--- config.mk ---
export PLATFORM = sky130hd
export DESIGN_NAME = nibble_pixel_unpacker
export DESIGN_NICKNAME = d
export VERILOG_FILES = /design/src/rtl/nibble_pixel_unpacker_pkg.sv /design/src/rtl/pixel_pos_counter.sv /design/src/rtl/nibble_pixel_unpacker.sv
export SDC_FILE = /design/constraint.sdc
export NUM_CORES = 1
export LEC_CHECK = 0
export CAP_MARGIN = 0
export CORE_UTILIZATION = 55
export DETAILED_ROUTE_END_ITERATION = 12
export PLACE_DENSITY = 0.92
export SYNTH_ARGS = -nofsm -noshare
export SYNTH_HDL_FRONTEND = slang
export SYNTH_SLANG_ARGS = --single-unit
--- constraint.sdc ---
create_clock -name clk -period 5 [get_ports clk]
set_clock_uncertainty 0.1 [all_clocks]
set_input_delay 1 -clock clk [delete_from_list [all_inputs] [get_ports clk]]
set_output_delay 1 -clock clk [all_outputs]
set_load 0.02 [all_outputs]
--- src/rtl/nibble_pixel_unpacker_pkg.sv ---
// rtl/nibble_pixel_unpacker_pkg.sv - shared types and constants for the nibble pixel unpacker
package nibble_pixel_unpacker_pkg;

    localparam int NIBBLE_W = 4;
    localparam int PIX_W    = 8;

    localparam int DEFAULT_H_PIXELS = 640;
    localparam int DEFAULT_V_LINES  = 480;

    // EMPTY: nothing held; HI/LO: which nibble of the held byte is on out_pixel
    typedef enum logic [1:0] {
        ST_EMPTY = 2'd0,
        ST_HI    = 2'd1,
        ST_LO    = 2'd2
    } unpack_state_t;

endpackage

--- src/rtl/pixel_pos_counter.sv ---
// rtl/pixel_pos_counter.sv - column/row position tracker with end-of-line/frame decode
module pixel_pos_counter
    import nibble_pixel_unpacker_pkg::*;
#(
    parameter int H_PIXELS = DEFAULT_H_PIXELS,
    parameter int V_LINES  = DEFAULT_V_LINES,
    parameter int CNT_W    = 10
) (
    input  logic clk,
    input  logic rst,
    input  logic advance,
    output logic eol,
    output logic eof
);

    localparam logic [CNT_W-1:0] COL_LAST = CNT_W'(H_PIXELS - 1);
    localparam logic [CNT_W-1:0] ROW_LAST = CNT_W'(V_LINES - 1);

    logic [CNT_W-1:0] col;
    logic [CNT_W-1:0] row;

    always_ff @(posedge clk) begin
        if (rst) begin
            col <= '0;
            row <= '0;
        end else if (advance) begin
            if (col == COL_LAST) begin
                col <= '0;
                if (row == ROW_LAST) begin
                    row <= '0;
                end else begin
                    row <= row + CNT_W'(1);
                end
            end else begin
                col <= col + CNT_W'(1);
            end
        end
    end

    assign eol = (col == COL_LAST);
    assign eof = eol && (row == ROW_LAST);

endmodule

--- src/rtl/nibble_pixel_unpacker.sv ---
// rtl/nibble_pixel_unpacker.sv - splits packed bytes into two expanded 8-bit pixels
// EXPAND_REPLICATE_EN selects nibble replication instead of zero-fill expansion.
module nibble_pixel_unpacker
    import nibble_pixel_unpacker_pkg::*;
#(
    parameter int H_PIXELS = DEFAULT_H_PIXELS,
    parameter int V_LINES  = DEFAULT_V_LINES,
    parameter int CNT_W    = 10
) (
    input  logic             clk,
    input  logic             rst,
    input  logic [PIX_W-1:0] in_data,
    input  logic             in_valid,
    output logic             in_ready,
    output logic [PIX_W-1:0] out_pixel,
    output logic             out_valid,
    input  logic             out_ready,
    output logic             out_eol,
    output logic             out_eof
);

    unpack_state_t        state;
    logic [PIX_W-1:0]     held;
    logic [NIBBLE_W-1:0]  nib;
    logic                 in_fire;
    logic                 out_fire;

    // A new byte may land in the same cycle the low nibble leaves
    assign in_ready  = (state == ST_EMPTY) || ((state == ST_LO) && out_ready);
    assign out_valid = (state != ST_EMPTY);
    assign in_fire   = in_valid && in_ready;
    assign out_fire  = out_valid && out_ready;

    always_ff @(posedge clk) begin
        if (rst) begin
            state <= ST_EMPTY;
            held  <= '0;
        end else begin
            case (state)
                ST_EMPTY: begin
                    if (in_fire) begin
                        held  <= in_data;
                        state <= ST_HI;
                    end
                end
                ST_HI: begin
                    if (out_fire) begin
                        state <= ST_LO;
                    end
                end
                ST_LO: begin
                    if (out_fire) begin
                        if (in_fire) begin
                            held  <= in_data;
                            state <= ST_HI;
                        end else begin
                            state <= ST_EMPTY;
                        end
                    end
                end
                default: state <= ST_EMPTY;
            endcase
        end
    end

    assign nib = (state == ST_LO) ? held[NIBBLE_W-1:0] : held[PIX_W-1:NIBBLE_W];

`ifdef EXPAND_REPLICATE_EN
    assign out_pixel = {nib, nib};
`else
    assign out_pixel = {nib, {NIBBLE_W{1'b0}}};
`endif

    pixel_pos_counter #(
        .H_PIXELS (H_PIXELS),
        .V_LINES  (V_LINES),
        .CNT_W    (CNT_W)
    ) u_pos (
        .clk     (clk),
        .rst     (rst),
        .advance (out_fire),
        .eol     (out_eol),
        .eof     (out_eof)
    );

endmodule

==> impl_metrics.tcl <==
set metrics [dict create \
    port_buffers 19 \
    required_ns 3.90 \
    r2r_setup_slack_ns 2.74 \
    synthSimpleGateAreaFrac 0.287 \
    yosysTopAreaCell "dfxtp_1" \
    ir_worst_vdd_uv 232 \
    synthCells 164 \
    vias 1230 \
    worst_pin_slew_ns 1.07 \
    initial_core_util 0.584 \
    row_count 18 \
    synth_compound_area_frac 0.0926 \
    hold_class "flop to flop" \
    drv_cap 0 \
    synthAdderAreaFrac 0.0172 \
    postRouteAntennaNets 0 \
    power_per_cell_area_nw_per_um2 268 \
    yosys-top-cells-count "30 x dfxtp_1, 15 x nor2_1, 12 x nand2_1, 10 x a21oi_1, 10 x nor3_1" \
    regToRegEndpoint "u_pos.row[5]" \
    worstPathArrival_ns 2.55 \
    netlist_area_um2 1460 \
    synthMuxAreaShare 0.0926 \
    first_iter_violations 19 \
    die_area_um2 2860 \
    grt_pass1_wl_mm 4.75 \
    final_util 0.685 \
    cp-start-kind "flop" \
    cts_sinks 30 \
    dpl.hpwl_mm 2.03 \
    whs_ns 0.388 \
    root_buffer "clkbuf_4" \
    viasPerCell 5.72 \
    rsz0062_at_grt "false" \
    ys_async_sr_fraction 0 \
    globalplace.congestion 0.879 \
    die_h_um 53.5 \
    first_pass_iters 4 \
    synth-seq-cells 30 \
    grt_overflow 0 \
    worst_r2r_path_depth 5 \
    syn_avg_cell_area_um2 8.90 \
    dp_cells 207 \
    min_from "u_pos.row[1]" \
    cts_buffers 5 \
    grt_pass1_vias 1139 \
    yosys.area_share.xor_xnor 0.0540 \
    finalHoldViolCount 0 \
    synth.distinct_cells 43 \
    io_pins 24 \
    hold_buffers 0 \
    yosysWarningCount 0 \
    diodes 0 \
    status "completed" \
    core_area_um2 2500 \
    post_cts_buffers 0 \
    fp.dieW_um 53.5 \
    drive_gt1_frac 0.108 \
    path_class "flop to output pin" \
    slew_viol_final 0 \
    whs_endpoint "u_pos.row[1]" \
    yosysMostFrequentCell "dfxtp_1" \
    grt_usage 0.232 \
    clock_path_buffers 2 \
    grt_max_degree 31 \
    fin_crit_ns 3.65 \
    hold_path_depth 2 \
    crit_fanout 5 \
    area_delta_synth_final_pct 17.3 \
    drc 0 \
    synth_edf_count 0 \
    ys_seq_area_frac 0.412 \
    layout.nets 198 \
    htreeDepth 2 \
    synth_top_area_share 0.412 \
    fin_tns_setup_ns 0 \
    power_leakage_nw 0.584 \
    synth_top_family_by_area "simple AND/OR/NAND/NOR gates" \
    antenna_found_initial 0 \
    clock_latency_ns 0.32 \
    cts_resized 0 \
    slew_headroom 0.283 \
    tritoncts "yes" \
    final_cells 215 \
    clk_transition_reported_paths_ns 0.09 \
    clock.fmax_mhz 274 \
    end_kind "output pin" \
    wirelength_mm 2.86 \
    r2r_start "u_pos.col[0]" \
    synth-main-ff-cell "dfxtp_1" \
    setup_viol 0 \
    wl_per_cell_um 13.3 \
    synthTopCellsByArea "dfxtp_1 41%, mux2i_1 6.2%, nor2_1 3.9%" \
    period_share 0.730 \
]
[logic make-up after synthesis]
kind of cell,Yosys count
adder cells (fa/ha/maj),2
other,1
AND/OR/NAND/NOR,75
AO/OA/AOI/OAI,22
buffers and inverters,12
flip-flops,30
multiplexers,13
XOR/XNOR,9
[state kept, by name, indices dropped and copies added (netlist names)]
name and cells:
held 8, state 2, u_pos.col 10, u_pos.row 10
[how the worst max path moves through the flow]
stage                 startpoint       end  slack [ns]
floorplan           u_pos.col[7]   out_eof        2.33
global placement       out_ready  in_ready        1.59
detailed placement     out_ready  in_ready        1.50
CTS                 u_pos.row[0]   out_eof        1.36
global route        u_pos.row[0]   out_eof        1.16
finish              u_pos.row[0]   out_eof        1.35
[critical path, stage by stage, from the launching register on]
cell,delay [ns]
dfxtp_1,0.40
ha_1,0.23
nand4_1,0.17
nor4_1,0.62
and2_1,0.21
clkdlybuf4s50_1,0.60
[where the power goes]
part | internal [mW] | switching (mW) | leakage (nW)
sequential | 0.247 | 0.00746 | 0.244
combinational | 0.0286 | 0.0267 | 0.305
clock | 0.0681 | 0.0815 | 0.0353
[metal layers]
| metal | share of wire | global-route usage |
|---|---|---|
| met4 | 0.0049 | 0.0877 |
| met1 | 0.45 | 0.278 |
| met5 | 0 | 0 |
| met2 | 0.50 | 0.373 |
| met3 | 0.047 | 0.0891 |
[through the flow]
step / area, um^2 / total power [mW] / setup slack [ns]
4_1_cts: 1710 / 0.464 / 1.36
5_1_grt: 1710 / 0.479 / 1.16
2_1_floorplan: 1470 / 0.294 / 2.33
3_3_place_gp: 1650 / 0.312 / 1.59
6_report: 1710 / 0.459 / 1.35
3_5_place_dp: 1650 / 0.315 / 1.50
[cell type report]
type / count / area (um^2)
clock buffer: 7 / 55.1
clock inverter: 1 / 5.00
fill: 170 / 788
inverter: 2 / 7.51
multi-input combinational: 125 / 808
sequential: 30 / 601
tap: 30 / 37.5
timing repair buffer: 20 / 198
[layout by cell type, fill, tap and decap left out, drive strengths merged, types with 4 or more instances in the layout]
cell type / n
a21oi: 10
clkbuf: 7
clkdlybuf4s50: 19
conb: 4
dfxtp: 30
mux2: 4
mux2i: 9
nand2: 12
nand3: 5
nand4: 6
nor2: 15
nor3: 10
nor4: 4
o21ai: 4
or3: 4
or4: 6
xnor2: 6
(Power assumes the default switching activity.)
